File: src/rtl/rr_reduce_pkg.sv
// rr_reduce_pkg: shared types and the round-robin grant search for rr_reduce_arbiter.
package rr_reduce_pkg;
    localparam int WIDTH_D = 4;
    localparam int ID_W_D  = 2;

    typedef enum logic {EMPTY, FULL} slot_state_e;

    typedef struct packed {
        logic              orr;
        logic              andr;
        logic [WIDTH_D-1:0] xr;
        logic [ID_W_D-1:0]  id;
    } result_t;

    // Returns {found, index}; searches last+1, last+2, ... modulo n (n <= 8).
    function automatic logic [3:0] next_grant(input logic [7:0] valid, input logic [2:0] last,
                                              input logic [3:0] n);
        logic [3:0] r;
        logic [3:0] s;
        logic [3:0] idx;
        r = '0;
        for (int k = 1; k <= 8; k++) begin
            s   = {1'b0, last} + k[3:0];
            idx = (s >= n) ? s - n : s;
            if (!r[3] && k[3:0] <= n && valid[idx[2:0]])
                r = {1'b1, idx[2:0]};
        end
        return r;
    endfunction
endpackage

File: src/rtl/rr_arbiter.sv
// rr_arbiter: combinational round-robin grant from request valids and the last granted index.
module rr_arbiter
    import rr_reduce_pkg::*;
#(
    parameter int N_REQ = 3,
    parameter int ID_W  = 2
) (
    input  logic [N_REQ-1:0] req_valid,
    input  logic [ID_W-1:0]  last_grant,
    output logic [ID_W-1:0]  grant,
    output logic             grant_valid
);
    logic [3:0] w_r;

    always_comb begin
        w_r = next_grant(8'(req_valid), 3'(last_grant), 4'(N_REQ));
    end

    assign grant       = ID_W'(w_r[2:0]);
    assign grant_valid = w_r[3];
endmodule

File: src/rtl/rr_reduce_arbiter.sv
// rr_reduce_arbiter: round-robin sharing of one OR/AND-reduce and XOR datapath among
// ready/valid requesters, with a single registered result slot.
module rr_reduce_arbiter
    import rr_reduce_pkg::*;
#(
    parameter int N_REQ = 3,
    parameter int WIDTH = WIDTH_D,
    parameter int ID_W  = ID_W_D,
    parameter int CNT_W = 8
) (
    input  logic                   CLK,
    input  logic                   RESETN,
    input  logic [N_REQ-1:0]       req_valid,
    output logic [N_REQ-1:0]       req_ready,
    input  logic [N_REQ*WIDTH-1:0] req_a,
    input  logic [N_REQ*WIDTH-1:0] req_b,
    output logic                   resp_valid,
    input  logic                   resp_ready,
    output logic                   resp_orr,
    output logic                   resp_andr,
    output logic [WIDTH-1:0]       resp_xor,
    output logic [ID_W-1:0]        resp_id,
    output logic [CNT_W-1:0]       served_cnt
);
    slot_state_e      r_state;
    slot_state_e      w_state_nxt;
    result_t          r_res;
    logic [ID_W-1:0]  r_last;
    logic [CNT_W-1:0] r_cnt;
    logic [ID_W-1:0]  w_grant;
    logic             w_gv;
    logic             w_drain;
    logic             w_acc;
    logic [WIDTH-1:0] w_a;
    logic [WIDTH-1:0] w_b;

    rr_arbiter #(.N_REQ(N_REQ), .ID_W(ID_W)) u_arb (
        .req_valid   (req_valid),
        .last_grant  (r_last),
        .grant       (w_grant),
        .grant_valid (w_gv)
    );

    assign w_a = req_a[32'(w_grant)*WIDTH +: WIDTH];
    assign w_b = req_b[32'(w_grant)*WIDTH +: WIDTH];

    // Ready depends only on valids, slot state and resp_ready, never on operand data.
    always_comb begin
        w_drain     = resp_valid && resp_ready;
        w_acc       = RESETN && w_gv && (r_state == EMPTY || w_drain);
        req_ready   = w_acc ? {{(N_REQ-1){1'b0}}, 1'b1} << w_grant : '0;
        w_state_nxt = w_acc ? FULL : w_drain ? EMPTY : r_state;
    end

    always_ff @(posedge CLK) begin
        if (!RESETN) begin
            r_state <= EMPTY;
            r_res   <= '0;
            r_last  <= ID_W'(N_REQ - 1);
            r_cnt   <= '0;
        end else begin
            r_state <= w_state_nxt;
            if (w_acc) begin
                r_res.orr  <= |w_a;
                r_res.andr <= &w_a;
                r_res.xr   <= w_a ^ w_b;
                r_res.id   <= w_grant;
                r_last     <= w_grant;
                r_cnt      <= r_cnt + 1'b1;
            end
        end
    end

    assign resp_valid = (r_state == FULL);
    assign resp_orr   = r_res.orr;
    assign resp_andr  = r_res.andr;
    assign resp_xor   = r_res.xr;
    assign resp_id    = r_res.id;
    assign served_cnt = r_cnt;
endmodule

File: config.mk
export PLATFORM = sky130hd
export DESIGN_NAME = rr_reduce_arbiter
export DESIGN_NICKNAME = d
export VERILOG_FILES = /design/src/rtl/rr_reduce_pkg.sv /design/src/rtl/rr_arbiter.sv /design/src/rtl/rr_reduce_arbiter.sv
export SDC_FILE = /design/constraint.sdc
export NUM_CORES = 1
export LEC_CHECK = 0
export BUFFER_PORTS_ARGS = -buffer_cell sky130_fd_sc_hd__buf_2
export CAP_MARGIN = 20
export CORE_ASPECT_RATIO = 1.2
export CORE_MARGIN = 2
export CORE_UTILIZATION = 52
export DETAILED_ROUTE_END_ITERATION = 7
export PLACE_DENSITY = 0.88
export SETUP_SLACK_MARGIN = 0.5
export SYNTH_ARGS = -nofsm -noshare
export SYNTH_HDL_FRONTEND = slang
export SYNTH_HIERARCHICAL = 1
export SYNTH_SLANG_ARGS = --single-unit
export TNS_END_PERCENT = 100
File: constraint.sdc
create_clock -name CLK -period 7.7 [get_ports CLK]
set_input_delay 1.155 -clock CLK [delete_from_list [all_inputs] [get_ports CLK]]
set_output_delay 1.155 -clock CLK [all_outputs]
set_load 0.01 [all_outputs]
==> impl_metrics.env, run 1 <==
export IMPL_synth_edff_count=0
export IMPL_drt_first_pass_iters=4
export IMPL_worstSetupStartpointType="register"
export IMPL_critical_path_class="register to primary output"
export IMPL_cp_max_fo=13
export IMPL_avgRoutedWirePerCell_um=12.3
export IMPL_status="complete, no violations"
export IMPL_final_antenna_net_count=0
export IMPL_clockBufferDepth=2
export IMPL_ys_types=40
export IMPL_async_reset_ff_share_pct=0
export IMPL_synth_nets=176
export IMPL_post_cts_resize_count=0
export IMPL_irDropWorstVdd_mv=0.228
export IMPL_core_um2=2310
export IMPL_drt_iter0_drc=24
export IMPL_setup_ws_ns=3.27
export IMPL_crit_path_end_kind="primary output"
export IMPL_synth_seq_cells=18
export IMPL_intPower_mw=0.286
export IMPL_clkSinkCount=18
export IMPL_synth_cells=139
export IMPL_whs_path_depth=1
export IMPL_dieHeight_um=58.0
export IMPL_vias=1169
export IMPL_worst_r2r_cell_count=10
export IMPL_post_cts_buffers=0
export IMPL_antenna_found_initial=0
export IMPL_p_switching_mw=0.219
export IMPL_gr_total_overflow=0
export IMPL_max_slew_margin_rel_pct=34.5
export IMPL_layout_cells_non_filler=214
export IMPL_grtUsageTotal_pct=20.2
export IMPL_grt_pass1_vias=1153
export IMPL_period_share_pct=57.5
export IMPL_die_x_um=49.0
export IMPL_cts_root_buf="clkbuf_4"
export IMPL_finalSetupTns_ns=0
export IMPL_rsz0062_at_grt="false"
export IMPL_pwr_share_seq_pct=26.7
export IMPL_p_leak_nw=0.721
export IMPL_cp_required_ns=6.55
export IMPL_cts_max_level=1
export IMPL_hp_class="register to register"
export IMPL_port_buffers=49
export IMPL_post_route_min_period_ns=4.43
export IMPL_syn_to_final_growth_pct=20.3
export IMPL_dp_cells=210
export IMPL_nNetsFinal=221
export IMPL_hold_buffers=0
export IMPL_syn_mean_instance_area_um2=9.08
export IMPL_cts_tree="built"
export IMPL_drc=0
export IMPL_fillers=195
export IMPL_multiInputGateArea_um2=812
export IMPL_place_hpwl_um=2150
export IMPL_clock_power_share_pct=11.4
export IMPL_comb_power_share_pct=62.0
export IMPL_diodes=0
export IMPL_synth_flop_cell="dfxtp_1"
export IMPL_setup_viol=0
export IMPL_clkLatencyLatePin_ns=0.29
export IMPL_dpl_instance_area_um2=1480
export IMPL_grt_max_degree=21
export IMPL_numCtsBuffers=3
export IMPL_slew_viol_final=0
export IMPL_clk_pin_slew_worst_paths_ns=0.10
export IMPL_yosysWarnings=6
export IMPL_io_pins=50
export IMPL_sw_frac_of_total_pct=43.4
export IMPL_vias_per_cell=5.46
export IMPL_finalClockSkew_ns=0.00520
export IMPL_cp_arrival_ns=3.27
export IMPL_fmax_ghz=0.226
export IMPL_gp_congestion=0.790
export IMPL_cap_viol_max_count=0
export IMPL_drive_gt1_share_pct=35.5
export IMPL_num_rows=19
export IMPL_regArea_um2=360
export IMPL_grt_pass1_wl_um=4660
export IMPL_totalWireLength_um=2640
export IMPL_synthesis_area_um2=1260
export IMPL_initial_core_util_pct=54.7
export IMPL_pre_cts_slack_ns=3.53
export IMPL_die_area_um2=2840
export IMPL_power_mw=0.505
export IMPL_hold_viol=0
export IMPL_p_per_area_nw_per_um2=333
export IMPL_finalInstanceArea_um2=1520
export IMPL_tightest_slew_ns=0.981
export IMPL_ys_seq_area_share_pct=28.5
==> area by class of cell <==
cell class | instances | share of cell area [%]
clock buffers | 4 | 2.39
inverters | 5 | 1.24
multi-input cells | 106 | 53.5
flip-flops and latches | 18 | 23.7
well taps | 31 | 2.55
repair buffers | 50 | 16.6
==> Yosys cell counts (2+ instances only) <==
| cell | number | area share [%] |
|---|---|---|
| o2bb2ai_1 | 4 | 2.8 |
| nand4_1 | 6 | 3.0 |
| and3_1 | 3 | 1.5 |
| buf_6 | 2 | 1.8 |
| a21boi_0 | 4 | 2.4 |
| and2_1 | 9 | 4.5 |
| a22oi_1 | 2 | 1.2 |
| mux2i_1 | 10 | 7.9 |
| o21ai_1 | 6 | 2.4 |
| ha_1 | 7 | 6.9 |
| o2bb2ai_2 | 3 | 3.6 |
| nand2_1 | 11 | 3.3 |
| nand3b_1 | 2 | 1.2 |
| inv_1 | 5 | 1.5 |
| nor2_1 | 2 | 0.59 |
| dfxtp_1 | 18 | 29 |
| nand3_1 | 9 | 3.6 |
| xnor2_1 | 10 | 6.9 |
| buf_2 | 5 | 2.0 |
==> critical path, stage by stage (launching register included) <==
cell	delay, ns
dfxtp_1	0.52
inv_1	0.14
ha_1	0.50
mux2_4	0.34
o211ai_2	0.21
or4b_1	0.49
o311ai_2	0.29
nand2_1	0.20
nor2_1	0.13
buf_2	0.14
==> metal layers <==
layer  global-route usage [%]  wire (um)
met4                     4.90         18
met2                     41.7       1390
met1                     21.4       1100
met5                        0          0
met3                     2.58        137
==> worst paths after layout <==
| check | startpoint | to | slack [ns] |
|---|---|---|---|
| max | resp_id[0] | req_ready[2] | 3.27 |
| min | served_cnt[7] | served_cnt[7] | 0.47 |
| max reg2reg | resp_id[0] | resp_andr | 4.13 |
| min reg2reg | served_cnt[7] | served_cnt[7] | 0.47 |
==> metrics by stage <==
step	hold WS, ns	util, %
detailed placement	0.462	64.3
floorplan	0.478	-
finish	0.469	65.9
CTS	0.475	65.9
global route	0.490	65.9
global placement	0.441	64.3
==> cells in the final DEF, fill, tap and decap left out, drive strengths merged <==
cell and n:
a211oi 1, a21bo 1, a21boi 4, a22oi 2, a311o 1, a31oi 1
and2 9, and3 3, and4 1, buf 50, clkbuf 4, dfxtp 18
ha 7, inv 5, mux2 2, mux2i 10, nand2 12, nand2b 1
nand3 9, nand3b 2, nand4 6, nor2 2, nor2b 1, nor3 1
nor3b 1, nor4 1, o211ai 1, o21ai 8, o2bb2ai 7, o311ai 1
or4b 1, xnor2 10
==> logic make-up (layout without fill, tap and decap cells) <==
group,after synthesis,count (layout),synth area share [%]
simple gates,50,50,22.0
mux,12,12,10.0
fa+ha+maj,7,7,6.94
xor+xnor,10,10,6.94
flops,18,18,28.5
buf+inv,15,59,7.73
compound gates,27,27,17.8
==> power groups by stage <==
stage / clock (mW) / sequential [mW] / combinational, mW
6_report: 0.0575 / 0.135 / 0.313
5_1_grt: 0.0605 / 0.138 / 0.347
2_1_floorplan: 0 / 0.142 / 0.270
3_3_place_gp: 0 / 0.135 / 0.302
3_5_place_dp: 0 / 0.137 / 0.315
4_1_cts: 0.0580 / 0.135 / 0.316
==> state kept, by name, indices dropped and copies added, names as in the netlist <==
signal	flops
resp_xor	4
r_last	1
resp_id	2
served_cnt	8
resp_andr	1
resp_valid	1
resp_orr	1
No activity file was read; power rests on OpenSTA's default activity.
==> inputs of run 2 (changes only) <==
--- a/config.mk
+++ b/config.mk
@@ -9,9 +9,9 @@
 export CAP_MARGIN = 20
 export CORE_ASPECT_RATIO = 1.2
 export CORE_MARGIN = 2
-export CORE_UTILIZATION = 52
+export CORE_UTILIZATION = 43
 export DETAILED_ROUTE_END_ITERATION = 7
-export PLACE_DENSITY = 0.88
+export PLACE_DENSITY = 0.78
 export SETUP_SLACK_MARGIN = 0.5
 export SYNTH_ARGS = -nofsm -noshare
 export SYNTH_HDL_FRONTEND = slang
==> constraint.sdc (replaced) <==
create_clock -name CLK -period 3.95 [get_ports CLK]
set_input_delay 0.5925 -clock CLK [delete_from_list [all_inputs] [get_ports CLK]]
set_output_delay 0.5925 -clock CLK [all_outputs]
set_load 0.01 [all_outputs]
==> run 2 against run 1 <==
Compared with the run above:
- power rose by 110%
- clock-buffer cell count stayed put
- first-iteration DRC count is 4.2% higher
- flip-flop and latch count unchanged
- critical path type unchanged
- highest routed layer unchanged
==> impl_metrics.env, run 2 (synthesized netlist as in run 1, its figures left out) <==
export IMPL_status="complete, no violations"
export IMPL_startpoint="resp_id[0]"
export IMPL_drt_first_pass_iters=4
export IMPL_clkSinkCount=18
export IMPL_pwr_share_seq_pct=25.2
export IMPL_clk_pin_slew_worst_paths_ns=0.10
export IMPL_cp_arrival_ns=2.72
export IMPL_drive_gt1_share_pct=40.0
export IMPL_comb_power_share_pct=64.4
export IMPL_clkLatencyLatePin_ns=0.29
export IMPL_final_antenna_net_count=0
export IMPL_hp_class="register to register"
export IMPL_nNetsFinal=223
export IMPL_critical_path_class="register to primary output"
export IMPL_sw_frac_of_total_pct=43.4
export IMPL_cap_viol_max_count=0
export IMPL_max_slew_margin_rel_pct=73.8
export IMPL_r2r_start="resp_id[0]"
export IMPL_final_cell_mix="49 x buf_2, 16 x dfxtp_1, 10 x nand2_1, 10 x xnor2_1, 10 x mux2i_1"
export IMPL_largest_reg_flops=8
export IMPL_rsz0062_at_grt="false"
export IMPL_core_um2=2790
export IMPL_cts_root_buf="clkbuf_4"
export IMPL_period_share_pct=83.8
export IMPL_grt_pass1_vias=1139
export IMPL_clockBufferDepth=2
export IMPL_diodes=0
export IMPL_pre_cts_slack_ns=0.397
export IMPL_drc=0
export IMPL_avgRoutedWirePerCell_um=13.5
export IMPL_finalClockSkew_ns=0.00229
export IMPL_rr_endpoint="resp_xor[2]"
export IMPL_worst_r2r_cell_count=11
export IMPL_initial_core_util_pct=45.3
export IMPL_clock_power_share_pct=10.5
export IMPL_vias=1201
export IMPL_r2r_slack_ns=0.81
export IMPL_num_rows=21
export IMPL_fmax_ghz=0.302
export IMPL_die_x_um=53.5
export IMPL_post_route_min_period_ns=3.31
export IMPL_cts_tree="built"
export IMPL_p_per_area_nw_per_um2=663
export IMPL_io_pins=50
export IMPL_whs_path_depth=2
export IMPL_cts_max_level=1
export IMPL_port_buffers=49
export IMPL_slew_viol_final=0
export IMPL_gp_congestion=0.717
export IMPL_intPower_mw=0.594
export IMPL_grt_pass1_wl_um=4900
export IMPL_p_leak_nw=0.741
export IMPL_irDropWorstVdd_mv=0.345
export IMPL_crit_path_end_kind="primary output"
export IMPL_drt_iter0_drc=25
export IMPL_die_area_um2=3390
export IMPL_layout_cells_non_filler=219
export IMPL_worstSetupStartpointType="register"
export IMPL_dp_cells=213
export IMPL_place_hpwl_um=2250
export IMPL_cp_required_ns=3.36
export IMPL_hold_buffers=0
export IMPL_setup_viol=0
export IMPL_p_switching_mw=0.456
export IMPL_finalSetupTns_ns=0
export IMPL_cp_max_fo=10
export IMPL_grtUsageTotal_pct=18.5
export IMPL_finalCoreUtilization_pct=56.8
export IMPL_final_common_cell="buf_2"
export IMPL_gr_total_overflow=0
export IMPL_min_from="resp_xor[1]"
export IMPL_dieHeight_um=63.4
export IMPL_hold_path_end="resp_xor[1]"
export IMPL_numCtsBuffers=3
export IMPL_tightest_slew_ns=0.393
export IMPL_power_mw=1.05
export IMPL_hold_viol=0
export IMPL_antenna_found_initial=0
export IMPL_vias_per_cell=5.48
export IMPL_totalWireLength_um=2950
export IMPL_grt_max_degree=21
export IMPL_syn_to_final_growth_pct=25.3
export IMPL_setup_ws_ns=0.638
-- run 2: area by class of cell --
class | count | area (um2)
multi-input combinational | 106 | 851
fill | 281 | 1200
sequential | 18 | 365
timing repair buffer | 52 | 268
tap | 34 | 42.5
clock buffer | 4 | 36.3
inverter | 5 | 18.8
-- run 2: critical path, stage by stage, from the launching register on --
cell and delay (ns):
dfxtp_4 0.41, inv_1 0.11, ha_4 0.34, mux2_4 0.32, o211ai_2 0.23, or4b_1 0.53
o311ai_4 0.13, nand2_2 0.12, nor2_1 0.12, buf_2 0.14
-- run 2: how the worst max path moves through the flow --
stage,end,cells after the start
floorplan,req_ready[2],10
global placement,req_ready[2],9
detailed placement,resp_xor[2],10
CTS,req_ready[1],9
global route,req_ready[2],9
finish,req_ready[2],9
-- run 2: per-stage QoR --
step	area [um2]	hold WS (ns)
6_report	1580	0.463
4_1_cts	1560	0.469
2_1_floorplan	1260	0.478
5_1_grt	1580	0.488
3_5_place_dp	1490	0.453
3_3_place_gp	1490	0.445
-- run 2: power by group through the flow --
stage | Clock [mW] | Sequential [mW] | Combinational, mW
3_3_place_gp | 0 | 0.262 | 0.593
2_1_floorplan | 0 | 0.277 | 0.526
5_1_grt | 0.120 | 0.271 | 0.741
3_5_place_dp | 0 | 0.265 | 0.620
6_report | 0.110 | 0.264 | 0.676
4_1_cts | 0.115 | 0.263 | 0.658
-- run 2: timing repair --
action                                  CTS  global route
pin swaps                                 1             0
endpoints found under the setup margin    9             9
gates resized for setup                   6             5
hold endpoints to repair                  0             0
buffers inserted                          2             0
-- run 2: routing by layer --
layer  part of all wire [%]  wire [um]  track usage, %
met1                     42       1230            21.6
met5                      0          0               0
met2                     52       1520            33.0
met4                   0.71         21            5.77
met3                    5.9        175            2.84
==> inputs of run 3 (changes only) <==
--- a/config.mk
+++ b/config.mk
@@ -5,13 +5,14 @@
 export SDC_FILE = /design/constraint.sdc
 export NUM_CORES = 1
 export LEC_CHECK = 0
+export ABC_AREA = 1
 export BUFFER_PORTS_ARGS = -buffer_cell sky130_fd_sc_hd__buf_2
 export CAP_MARGIN = 20
 export CORE_ASPECT_RATIO = 1.2
 export CORE_MARGIN = 2
-export CORE_UTILIZATION = 43
+export CORE_UTILIZATION = 45
 export DETAILED_ROUTE_END_ITERATION = 7
-export PLACE_DENSITY = 0.78
+export PLACE_DENSITY = 0.79
 export SETUP_SLACK_MARGIN = 0.5
 export SYNTH_ARGS = -nofsm -noshare
 export SYNTH_HDL_FRONTEND = slang
==> constraint.sdc (replaced) <==
create_clock -name CLK -period 2.7 [get_ports CLK]
set_input_delay 0.405 -clock CLK [delete_from_list [all_inputs] [get_ports CLK]]
set_output_delay 0.405 -clock CLK [all_outputs]
set_load 0.01 [all_outputs]
==> run 3 against run 2 <==
Compared with the run above:
- routed wire length increased by 50%
- sequential power up 56%
- global-route usage up 1.8 points
- flip-flop and latch count is the same
- via count grew 46%
- combinational power grew to 3.4 times the previous value
- final area grew 38%
- non-clock buffer count grew 25
- first-iteration DRC count grew to 2.5 times the previous value
- clock-buffer cell count stayed put
- clock skew is 0.0088 ns higher
- largest cell class unchanged
- largest power group unchanged
==> impl_metrics.env, run 3 <==
export IMPL_status="complete, no violations"
export IMPL_drive_gt1_share_pct=49.4
export IMPL_drt_first_pass_iters=4
export IMPL_synth_top_area_share_pct=24.4
export IMPL_drc=0
export IMPL_r2r_slack_ns=0.18
export IMPL_finalCoreUtilization_pct=70.3
export IMPL_post_route_min_period_ns=2.54
export IMPL_antenna_found_initial=0
export IMPL_grt_pass1_vias=1517
export IMPL_power_mw=2.92
export IMPL_whs_path_depth=2
export IMPL_vias_per_cell=5.08
export IMPL_final_cell_mix="66 x nand2_1, 48 x buf_2, 28 x inv_1, 19 x nand2_2, 19 x buf_4"
export IMPL_period_share_pct=94.1
export IMPL_hold_viol=0
export IMPL_worstSetupStartpointType="register"
export IMPL_whs_ns=0.414
export IMPL_fillers=259
export IMPL_totalWireLength_um=4420
export IMPL_grt_max_degree=13
export IMPL_synth_flop_cell="dfxtp_1"
export IMPL_ys_seq_area_share_pct=24.4
export IMPL_syn_mean_instance_area_um2=6.34
export IMPL_irDropWorstVdd_mv=1.01
export IMPL_rsz0062_at_grt="true"
export IMPL_synth_nets=270
export IMPL_synthesis_area_um2=1480
export IMPL_dpl_instance_area_um2=1770
export IMPL_num_rows=22
export IMPL_rr_endpoint="resp_valid"
export IMPL_tightest_slew_ns=0.318
export IMPL_yosysTopAreaCell="dfxtp_1"
export IMPL_vias=1748
export IMPL_diodes=0
export IMPL_layout_cells_non_filler=344
export IMPL_crit_end="req_ready[2]"
export IMPL_numCtsBuffers=3
export IMPL_synth_edff_count=0
export IMPL_hp_class="primary input to register"
export IMPL_clkSinkCount=18
export IMPL_cap_viol_max_count=0
export IMPL_async_reset_ff_share_pct=0
export IMPL_drt_iter0_drc=63
export IMPL_clkLatencyLatePin_ns=0.30
export IMPL_fmax_ghz=0.394
export IMPL_syn_to_final_growth_pct=47.9
export IMPL_dieHeight_um=66.8
export IMPL_clockBufferDepth=2
export IMPL_p_per_area_nw_per_um2=1340
export IMPL_cts_tree="built"
export IMPL_gr_total_overflow=0
export IMPL_synth_seq_cells=18
export IMPL_cts_root_buf="clkbuf_4"
export IMPL_p_leak_nw=1.18
export IMPL_finalInstanceArea_um2=2190
export IMPL_setup_viol=0
export IMPL_slew_viol_final=0
export IMPL_crit_path_end_kind="primary output"
export IMPL_pre_cts_slack_ns=0.282
export IMPL_critical_path_class="register to primary output"
export IMPL_gp_congestion=0.760
export IMPL_die_area_um2=3760
export IMPL_io_pins=50
export IMPL_grt_pass1_wl_um=6110
export IMPL_cp_arrival_ns=2.14
export IMPL_clk_pin_slew_worst_paths_ns=0.12
export IMPL_regArea_um2=368
export IMPL_die_x_um=56.3
export IMPL_dp_cells=314
export IMPL_largest_reg_flops=8
export IMPL_port_buffers=49
export IMPL_finalSetupTns_ns=0
export IMPL_initial_core_util_pct=47.5
export IMPL_max_slew_margin_rel_pct=78.8
export IMPL_cp_required_ns=2.30
export IMPL_core_um2=3110
export IMPL_final_antenna_net_count=0
export IMPL_hold_buffers=0
export IMPL_worst_r2r_cell_count=18
export IMPL_grtUsageTotal_pct=20.3
export IMPL_finalClockSkew_ns=0.0111
export IMPL_cp_max_fo=6
export IMPL_setup_ws_ns=0.159
export IMPL_yosys_top_cells_area="dfxtp_1 24%, nand2_1 21%, inv_1 8.6%"
export IMPL_r2r_start="resp_id[0]"
export IMPL_startpoint="resp_id[0]"
export IMPL_final_common_cell="nand2_1"
export IMPL_multiInputGateArea_um2=1070
export IMPL_place_hpwl_um=2600
export IMPL_nNetsFinal=346
export IMPL_ys_types=32
export IMPL_cts_max_level=1
export IMPL_synthTopCellsByCount="82 x nand2_1, 34 x inv_1, 18 x dfxtp_1, 16 x nand3_1, 13 x nor2_1"
export IMPL_synth_most_common_cell="nand2_1"
export IMPL_synth_cells=233
export IMPL_avgRoutedWirePerCell_um=12.8
export IMPL_yosysWarnings=6
[run 3: how the worst min path moves through the flow]
| stage | from | to | slack [ns] |
|---|---|---|---|
| floorplan | resp_id[1] | resp_id[1] | 0.49 |
| global placement | resp_id[1] | resp_id[1] | 0.46 |
| detailed placement | resp_id[1] | resp_id[1] | 0.46 |
| CTS | RESETN | r_last[1] | 0.42 |
| global route | RESETN | r_last[1] | 0.42 |
| finish | RESETN | r_last[1] | 0.41 |
[run 3: routing by layer]
layer | part of all wire, % | track usage [%] | up-vias
met1 | 39 | 23.0 | 801
met4 | 0.91 | 5.36 | 0
li1 | - | - | 880
met3 | 4.6 | 1.94 | 4
met5 | 0 | 0 | -
met2 | 56 | 40.0 | 63
[run 3: worst max-delay path, stage by stage (launching register included)]
cell     delay (ns)
dfxtp_4        0.41
inv_6          0.05
ha_4           0.32
buf_4          0.13
nand2_1        0.08
nand2_2        0.09
nand2_1        0.10
nand4_1        0.13
nand2_2        0.10
inv_4          0.10
nand2_4        0.08
nor2_4         0.12
buf_6          0.10
[run 3: cells by family (layout without fill, tap and decap cells)]
family | after synthesis | count (layout) | share of synthesized area (%)
xor+xnor | 1 | 1 | 0.593
fa+ha+maj | 7 | 7 | 5.93
simple gates | 142 | 142 | 46.7
flops | 18 | 18 | 24.4
compound gates | 20 | 20 | 8.13
buf+inv | 45 | 120 | 14.3
[run 3: what timing repair did]
item                                   in CTS  in global routing
setup buffers                              17                  8
setup endpoints to repair                  13                 21
gates cloned                                0                  1
pin swaps                                  10                 14
gates resized for setup                    27                 33
endpoints found under the hold margin       0                  0
[run 3: layout make-up]
cell class | instances | area share (%)
clock buffer | 4 | 1.66
timing repair inverter | 1 | 0.343
multi-input combinational | 170 | 49.1
timing repair buffer | 77 | 22.8
tap | 36 | 2.06
sequential | 18 | 16.8
inverter | 38 | 7.16
[run 3: report_power, final]
part	internal, mW	leakage [nW]	switching (mW)
clock network	0.0821	0.0210	0.0934
registers	0.352	0.149	0.0615
logic	0.952	1.01	1.38
